===== src/rtl/punc_fetch_if.sv =====
// Memory read port of the PUnC fetch stage: the request/acknowledge handshake.
interface punc_fetch_if;
  localparam int unsigned W = 16;

  logic         mem_req;
  logic [W-1:0] mem_addr;
  logic         mem_ack;
  logic [W-1:0] mem_rdata;

  modport master (output mem_req, mem_addr, input mem_ack, mem_rdata);
  modport slave  (input mem_req, mem_addr, output mem_ack, mem_rdata);
endinterface


===== src/rtl/punc_fetch.sv =====
// PUnC LC3 instruction-fetch stage: owns PC and IR, issues variable-latency
// memory reads and applies control-unit PC commands.
module punc_fetch #(
  parameter logic [15:0] RESET_PC = 16'h0000
) (
  input  logic        clk,
  input  logic        rst_n,
  input  logic        fetch_req,
  input  logic        halt,
  input  logic        pc_clr,
  input  logic        pc_ld,
  input  logic [15:0] pc_ld_data,
  input  logic        pc_inc,
  punc_fetch_if.master mem,
  output logic [15:0] ir,
  output logic        ir_valid,
  output logic        fetch_done,
  output logic [15:0] pc,
  output logic        busy,
  output logic        halted,
  output logic [15:0] fetch_cnt,
  output logic        err
);
  localparam int unsigned W = 16;
  localparam logic [W-1:0] CNT_MAX = 16'hFFFF;

  typedef enum logic [1:0] {
    S_IDLE   = 2'd0,
    S_REQ    = 2'd1,
    S_DONE   = 2'd2,
    S_HALTED = 2'd3
  } state_t;

  state_t       state, state_d;
  logic [W-1:0] pc_d, ir_d, addr_q, addr_d, cnt_d;
  logic         ir_valid_d, err_d, pend_q, pend_d;
  logic         pc_cmd;

  // Handshake and status outputs decode straight from the state register.
  assign mem.mem_req  = (state == S_REQ);
  assign mem.mem_addr = addr_q;
  assign fetch_done   = (state == S_DONE);
  assign busy         = (state == S_REQ) || (state == S_DONE);
  assign halted       = (state == S_HALTED);
  assign pc_cmd       = pc_clr || pc_ld || pc_inc;

  // State register and datapath registers.
  always_ff @(posedge clk or negedge rst_n) begin
    if (!rst_n) begin
      state     <= S_IDLE;
      pc        <= RESET_PC;
      ir        <= '0;
      ir_valid  <= 1'b0;
      addr_q    <= '0;
      fetch_cnt <= '0;
      err       <= 1'b0;
      pend_q    <= 1'b0;
    end else begin
      state     <= state_d;
      pc        <= pc_d;
      ir        <= ir_d;
      ir_valid  <= ir_valid_d;
      addr_q    <= addr_d;
      fetch_cnt <= cnt_d;
      err       <= err_d;
      pend_q    <= pend_d;
    end
  end

  // Next-state and next-datapath logic.
  always_comb begin
    state_d    = state;
    pc_d       = pc;
    ir_d       = ir;
    ir_valid_d = ir_valid;
    addr_d     = addr_q;
    cnt_d      = fetch_cnt;
    err_d      = err;
    pend_d     = pend_q;

    unique case (state)
      S_IDLE: begin
        if (halt) begin
          state_d = S_HALTED;
        end else if (fetch_req) begin
          state_d    = S_REQ;
          addr_d     = pc;
          ir_valid_d = 1'b0;
        end
      end
      S_REQ: begin
        if (halt)   pend_d = 1'b1;
        if (pc_cmd) err_d  = 1'b1;
        if (mem.mem_ack) begin
          ir_d       = mem.mem_rdata;
          ir_valid_d = 1'b1;
          if (fetch_cnt != CNT_MAX) cnt_d = fetch_cnt + W'(1);
          state_d    = S_DONE;
        end
      end
      S_DONE: begin
        if (halt || pend_q) begin
          state_d = S_HALTED;
          pend_d  = 1'b0;
        end else begin
          state_d = S_IDLE;
        end
      end
      S_HALTED: begin
        state_d = S_HALTED;
      end
    endcase

    // PC commands are only honoured between fetches; clear beats load beats increment.
    if ((state == S_IDLE) || (state == S_DONE)) begin
      if (pc_clr)      pc_d = RESET_PC;
      else if (pc_ld)  pc_d = pc_ld_data;
      else if (pc_inc) pc_d = pc + W'(1);
    end
  end
endmodule


===== src/flat_wrapper.sv =====
// flat-port wrapper written by rule: the top's interface ports become plain ports
module punc_fetch_flat 
#(
  parameter logic [15:0] RESET_PC = 16'h0000
)
  (clk, rst_n, fetch_req, halt, pc_clr, pc_ld, pc_ld_data, pc_inc, ir, ir_valid, fetch_done, pc, busy, halted, fetch_cnt, err, mem_mem_req, mem_mem_addr, mem_mem_ack, mem_mem_rdata);
  punc_fetch_if mem_i ();
  input  logic clk;
  input  logic rst_n;
  input  logic fetch_req;
  input  logic halt;
  input  logic pc_clr;
  input  logic pc_ld;
  input  logic [15:0] pc_ld_data;
  input  logic pc_inc;
  output logic [15:0] ir;
  output logic ir_valid;
  output logic fetch_done;
  output logic [15:0] pc;
  output logic busy;
  output logic halted;
  output logic [15:0] fetch_cnt;
  output logic err;
  output wire logic [$bits(mem_i.mem_req)-1:0] mem_mem_req;
  output wire logic [$bits(mem_i.mem_addr)-1:0] mem_mem_addr;
  input wire logic [$bits(mem_i.mem_ack)-1:0] mem_mem_ack;
  input wire logic [$bits(mem_i.mem_rdata)-1:0] mem_mem_rdata;
  assign mem_mem_req = mem_i.mem_req;
  assign mem_mem_addr = mem_i.mem_addr;
  assign mem_i.mem_ack = mem_mem_ack;
  assign mem_i.mem_rdata = mem_mem_rdata;
  punc_fetch #(.RESET_PC(RESET_PC)) u_core (.clk(clk), .rst_n(rst_n), .fetch_req(fetch_req), .halt(halt), .pc_clr(pc_clr), .pc_ld(pc_ld), .pc_ld_data(pc_ld_data), .pc_inc(pc_inc), .mem(mem_i), .ir(ir), .ir_valid(ir_valid), .fetch_done(fetch_done), .pc(pc), .busy(busy), .halted(halted), .fetch_cnt(fetch_cnt), .err(err));
endmodule

===== config.mk =====
export PLATFORM = sky130hd
export DESIGN_NAME = punc_fetch_flat
export DESIGN_NICKNAME = d
export VERILOG_FILES = /design/src/rtl/punc_fetch_if.sv /design/src/rtl/punc_fetch.sv /design/src/flat_wrapper.sv
export SDC_FILE = /design/constraint.sdc
export NUM_CORES = 1
export LEC_CHECK = 0
export CORE_UTILIZATION = 50
export CTS_BUF_LIST = sky130_fd_sc_hd__clkbuf_16
export CTS_CLUSTER_SIZE = 8
export DETAILED_ROUTE_END_ITERATION = 8
export DONT_BUFFER_PORTS = 1
export PLACE_DENSITY_LB_ADDON = 0.2
export RECOVER_POWER = 50
export SLEW_MARGIN = 20
export SYNTH_ARGS = -nofsm -noshare
export SYNTH_HDL_FRONTEND = slang
export SYNTH_SLANG_ARGS = --single-unit

===== constraint.sdc =====
create_clock -name clk -period 2.1 [get_ports clk]
set_clock_uncertainty 0.2 [all_clocks]
set_input_delay 0.42 -clock clk [delete_from_list [all_inputs] [get_ports clk]]
set_output_delay 0.42 -clock clk [all_outputs]
set_load 0.05 [all_outputs]

==> results.md, run 1 <==
* Chip height at roughly 83 um
* I/O Pins at 110
* Cells after synthesis at around 340
* Number of global-route vias before repair at between 2k and 3k
* RSZ-0062 raised after global routing: no
* Yosys cell types at between 40 and 50
* Sink Count at 69
* Async SR Flop Fraction at 1.000
* Die X at around 83 um
* GP Congestion at slightly above 0.8
* DRT iter0 DRCs at 131
* Die area at slightly below 0.007 mm2
* Root Buffer: clkbuf_16
* Routed WL at 8238 um
* VDD IR max at between 1 and 1.5 mV
* Hold-fix buffers, CTS at 12
* Register area share after synthesis at 0.5225
* Row cnt at 29
* Total core area at around 0.0063 mm2
* Largest net degree at the start of global routing at 70
* Minimum clock period at 1.982 ns
* Status: finished with violations
* DP Wirelength at between 5000 and 6000 um
* Clock transition at path regs at 0.05 ns
* Max Clock Freq at 0.5045 GHz
* DR WL/cell at between 15 and 20 um
* Final antenna-violating net count at 0
* Least-Margin Pin Slew at between 0.7 and 0.8 ns
* Fill cells at around 530
* DR vias at around 2.7k
* Max Slew Vio Count at 0
* Crit. Startpoint: u_core.state[0]
* Total track usage at 0.2488
* Clock tree from TritonCTS: built
* Setup bufs post-CTS at 0
* WP data required at approximately 2.1 ns
* Hold Violations, Final at between 60 and 70
* Failing checks: hold timing
* Post-layout util at 0.6428
* Worst Setup End Kind: flip-flop
* HP Class: input pin to async pin
* Synth Register Bits at 69
* Initial antenna violation count at 0
* Max-Cap Viols at 0
* Slew headroom at 0.4919
* Top_reg_cell synth: dfrtp_1
* Clock tree buffer depth at 2
* Number of synthesized flops with an enable pin at 0
* Critical path peak fanout at 5
* Grt total ovfl at 0
* Worst Setup Start Kind: flip-flop
* Part of the cycle the worst path needs at 0.9439
* DRC viols at 0
* Endpoints failing setup at 0
* Synthesized area at roughly 0.0033 mm2
* CP Data Arrival Time at 1.99 ns
* Starting Density at 0.5204
* Clock Latency Late Sink at 0.33 ns
* Leakage at roughly 1.9 nW
* CTS Buf Count at 9
* Crit Path Class: flip-flop to flip-flop
* Post-Syn Area per Cell at approximately 10 um2
* Reg2Reg Launch Point: u_core.state[0]
* Area Overhead vs Synth at 23.51%
* DR pass1 iterations at 4
* Yosys synthesis warning count at 0
* IO buf count at 0
* Nets at between 400 and 500
* Hold_ws at -0.4121 ns
* Share of cells above drive strength 1 at 0.2468
* Antenna cells at 0
* Synth Net Count at between 300 and 400
* Drt via density at about 5.8
* # H-tree levels at 3
* First-pass GRT wire length at between 10000 and 15000 um
* Pwr Density at between 1500 and 2000 mW/mm2
## stage by stage
stage,worst slack [ns],power (mW),instances,TNS (ns),instance area (um2)
floorplan,-0.07890,5.042,335,-0.4734,3363
global placement,0.1402,5.726,442,0,3749
detailed placement,0.06953,5.797,442,0,3749
CTS,0.04904,7.154,470,0,4130
global route,0.001062,7.415,470,0,4081
finish,0.1177,7.077,470,0,4081
## report_power, final
part	internal (mW)	total (mW)	switching [mW]	leakage, nW
logic	0.818	2.60	1.78	0.873
registers	1.82	3.17	1.35	0.875
clock network	0.778	1.31	0.528	0.131
total	3.42	7.08	3.66	1.88
## synthesized netlist by cell type (all sizes together) (2+ instances only)
library cell	number	area (um2)
o21ai	23	115.1
a22oi	6	45.04
nand3	10	50.05
and3	5	31.28
inv	7	26.28
nor2	16	60.06
ha	7	87.58
mux2	17	191.4
or2	2	12.51
and4	3	26.28
or3	3	18.77
o22ai	2	12.51
xnor2	9	78.83
xor2	4	35.03
a21oi	9	45.04
clkbuf	15	56.30
nand2	70	262.8
a41oi	2	25.03
nor3	9	45.04
dfrtp	69	1727
nor4	6	37.54
nand4	11	75.07
a31oi	4	25.02
and2	4	26.28
o2bb2ai	3	26.28
o221ai	2	17.52
## final timing paths
path,to,slack (ns),cells after the start
worst max-delay path,u_core.pc[15],0.12,6
worst min-delay path,u_core.fetch_cnt[2],-0.41,0
worst max register to register,u_core.pc[15],0.12,6
worst min register to register,u_core.pend_q,0.32,2
max in group asynchronous,u_core.pc[8],2.00,0
min in group clk,u_core.ir[12],0.01,2
## metal layers
metal / share of wire / vias to the layer above / global-route usage
met2: 0.45 / 85 / 0.3666
met4: 0.023 / 0 / 0.09875
met3: 0.075 / 16 / 0.08350
li1: - / 1300 / -
met1: 0.45 / 1315 / 0.3386
met5: 0 / - / 0
## logic make-up after synthesis
group / after synthesis / synth area share
AO/OA/AOI/OAI: 63 / 0.1253
XOR/XNOR: 13 / 0.03446
adder cells (fa/ha/maj): 7 / 0.02650
buffers and inverters: 23 / 0.02650
flip-flops: 69 / 0.5225
multiplexers: 18 / 0.06096
AND/OR/NAND/NOR: 142 / 0.2037
## worst max-delay path, stage by stage (launching register included)
cell     delay, ns
dfrtp_1       0.43
inv_2         0.13
ha_2          0.19
nor2_1        0.08
or2_2         0.32
a21o_1        0.18
a221o_1       0.34
## state kept, by name, summed over array words and instances, names as in the netlist
name	flops
u_core.ir_valid	1
u_core.pend_q	1
u_core.err	1
u_core.ir	16
u_core.fetch_cnt	16
u_core.pc	16
u_core.state	2
u_core.mem.mem_addr	16
## final cells by class
cell class	instances	area, um2	share of cell area
clock buffer	9	225.2	0.05518
clock inverter	7	33.78	0.008277
inverter	7	26.28	0.006438
multi-input combinational	243	1526	0.3740
sequential	69	1744	0.4273
tap	77	96.34	0.02361
timing repair buffer	58	429.2	0.1052
## cell usage in the layout (no fill, tap or decap), drive strengths merged, types with 2 or more instances in the layout
cell type / synthesis / routed
a41oi: 2 / 2
or2: 2 / 2
mux2: 17 / 17
a31oi: 4 / 4
nor3: 9 / 9
o221ai: 2 / 2
a21oi: 9 / 9
o22ai: 2 / 2
nand4: 11 / 11
nand3: 10 / 10
clkinv: 0 / 5
dfrtp: 69 / 69
inv: 7 / 8
o21ai: 23 / 23
xnor2: 9 / 9
nand2: 70 / 70
xor2: 4 / 4
buf: 1 / 29
and2: 4 / 4
or3: 3 / 3
nor2: 16 / 16
nor4: 6 / 6
and3: 5 / 5
clkbuf: 15 / 26
a22oi: 6 / 6
and4: 3 / 3
ha: 7 / 7
dlygate4sd3: 0 / 12
o2bb2ai: 3 / 3
## what timing repair did
action                     CTS  global route
resized for setup            1             3
hold endpoints to repair    81            69
setup endpoints to repair    1            10
No activity file was read; power rests on OpenSTA's default activity.
==> inputs of run 2 (changes only) <==
Clock period 2.1 ns to 2.5 ns, I/O delays scaled along.
==> results.md, run 2 (synthesized netlist as in run 1, its figures left out) <==
* Status: finished, final reports clean
* Hold path start: pc_clr
* Hold Violations, Final at 0 (-100%)
* Seq pwr share at 0.445 (-0.004)
* Metal2 WL at 3660 um (-1.3%)
* Critical path peak fanout at 4 (-1)
* Starting Density at 0.5204 (unchanged)
* Crit-path slowest cell: clkbuf_1
* Root Buffer: clkbuf_16
* I/O Pins at 110 (unchanged)
* Max Slew Vio Count at 0 (unchanged)
* DR WL/cell at 17.81 um (+1.6%)
* First-pass GRT wire length at 13460 um (-0.41%)
* Dpl cells at 433 (-2.0%)
* CTS Buf Count at 9 (unchanged)
* Slew headroom at 0.3835 (-0.1084)
* Reg area at 0.001727 mm2 (-1.0%)
* Hold_ws at 0.07562 ns (+0.4877 ns)
* Grt total ovfl at 0 (unchanged)
* Sink Count at 69 (unchanged)
* Cell Chain, Critical Path: clkbuf_1 > and3_1 > nand3_1 > nor2_1 > mux2_2
* Switching share of power at 0.5059 (-0.01136)
* VDD IR max at 0.9650 mV (-16%)
* Met1 Wirelength at 3591 um (-3.6%)
* Multi-input logic area at 0.001490 mm2 (-2.4%)
* Share of cells above drive strength 1 at 0.1555 (-0.09132)
* Most frequent cells in the layout: 70 x nand2_1, 69 x dfrtp_1, 23 x o21ai_0
* Drt via density at 5.896 (+2.0%)
* Pwr Density at 1538 mW/mm2 (-11%)
* DP Wirelength at 5609 um (-4.1%)
* Part of the cycle the worst path needs at 0.9184 (-0.02550)
* Int Pwr at 2.948 mW (-14%)
* DRT iter0 DRCs at 140 (+6.9%)
* Max-Cap Viols at 0 (unchanged)
* Antenna cells at 0 (unchanged)
* Final WS setup at 0.2039 ns (+0.08616 ns)
* Final antenna-violating net count at 0 (unchanged)
* DR pass1 iterations at 4 (unchanged)
* Max Clock Freq at 0.4355 GHz (-14%)
* Commonest non-fill, non-tap cell in the layout: nand2_1
* Post-layout util at 0.6108 (-0.03192)
* RSZ-0062 raised after global routing: no
* Die X at 83.30 um (unchanged)
* Total power at 5.967 mW (-16%)
* Crit Path Class: flip-flop to flip-flop
* Area Overhead vs Synth at 17.38%
* Endpoints failing setup at 0 (unchanged)
* Non-filler cells, final at 450 (-4.3%)
* # H-tree levels at 3 (unchanged)
* Met3 wire length at 646 um (+4.5%)
* Fin area at 0.003879 mm2 (-5.0%)
* Chip height at 83.30 um (unchanged)
* Worst Setup End Kind: flip-flop
* Routed WL at 8015 um (-2.7%)
* Die area at 0.006938 mm2 (unchanged)
* DRC viols at 0 (unchanged)
* Clock tree buffer depth at 2 (unchanged)
* Setup bufs post-CTS at 0 (unchanged)
* Initial antenna violation count at 0 (unchanged)
* Crit. Startpoint: u_core.fetch_cnt[6]
* Least-Margin Pin Slew at 0.9247 ns (+0.1626 ns)
* Power share of the combinational group at 0.339 (-0.028)
* Clock tree from TritonCTS: built
* Reg2Reg Launch Point: u_core.fetch_cnt[6]
* Reported net switching power at 3.018 mW (-18%)
* GP Congestion at 0.8599 (+3.6%)
* CP Data Arrival Time at 2.30 ns (+0.31 ns)
* WP data required at 2.50 ns (+0.39 ns)
* IO buf count at 0 (unchanged)
* Crit-path max cell delay at 0.57 ns (+0.14 ns)
* Fill cells at 524 (-0.57%)
* Worst Setup Start Kind: flip-flop
* Post-DP Area at 0.003617 mm2 (-3.5%)
* Nets at 416 (-4.4%)
* Clock share of power at 0.216 (+0.032)
* Setup slack at placement at 0.3780 ns (+0.3084 ns)
* Total track usage at 0.2472 (-0.001562)
* Final TNS setup at 0 ns (unchanged)
* Post-CTS sizing at 0 (-1)
* Clock transition at path regs at 0.05 ns (about the same)
* Total core area at 0.006350 mm2 (unchanged)
* Number of global-route vias before repair at 2642 (-1.7%)
* HP Class: input pin to flip-flop
* Leakage at 1.785 nW (-5.0%)
* Hold-fix buffers, CTS at 2 (-10)
* Top routing layer in use: met4
* Largest net degree at the start of global routing at 70 (unchanged)
* Clock Latency Late Sink at 0.32 ns (about the same)
* DR vias at 2653 (-2.3%)
* Minimum clock period at 2.296 ns (+0.3138 ns)
* Row cnt at 29 (unchanged)
==> run 2: cell types whose count changed in the layout (fill, tap and decap cells not counted), moves of 3 or more <==
cell	before	now
clkbuf_1	5	16
dlygate4sd3_1	12	1
ha_1	4	7
clkinv_2	3	0
clkbuf_2	12	0
dfrtp_1	55	69
dfrtp_2	14	0
buf_4	28	21
==> run 2: per-layer routing <==
metal  vias to the layer above  track usage
li1                       1263            -
met1                      1287       0.3325
met2                        93       0.3703
met3                        10      0.08648
met4                         0      0.08934
met5                         -            0
==> run 2: layout make-up <==
| cell class | count | share of cell area |
|---|---|---|
| clock buffers | 9 | 0.05806 |
| clock inverters | 6 | 0.02032 |
| inverters | 7 | 0.006774 |
| multi-input cells | 243 | 0.3842 |
| flip-flops and latches | 69 | 0.4452 |
| well taps | 77 | 0.02484 |
| repair buffers | 39 | 0.06065 |
==> run 2: worst max-delay path, delay by kind of cell, from the launching register on <==
| family | cells | cell delay, ns |
|---|---|---|
| mux | 1 | 0.36 |
| simple gates | 3 | 0.69 |
| buf+inv | 1 | 0.57 |
| flops | 1 | 0.35 |
==> run 2: power by group through the flow <==
stage / logic [mW] / registers, mW / clock network, mW
after floorplan: 0.975 / 3.17 / 0
after global placement: 2.01 / 2.67 / 0
after detailed placement: 2.06 / 2.68 / 0
after CTS: 2.10 / 2.66 / 1.32
after global routing: 2.22 / 2.71 / 1.35
final: 2.02 / 2.65 / 1.29
==> run 2: path summary, 6_finish.rpt <==
path                                              to  cells past startpoint  slack, ns
max in group asynchronous               u_core.pc[2]                      2       0.78
worst max register to register  u_core.fetch_cnt[10]                      5       0.20
worst min-delay path                    u_core.pc[1]                      1       0.08
worst min register to register         u_core.pend_q                      2       0.28
min in group asynchronous              u_core.ir[10]                      2       0.73
worst max-delay path            u_core.fetch_cnt[10]                      5       0.20
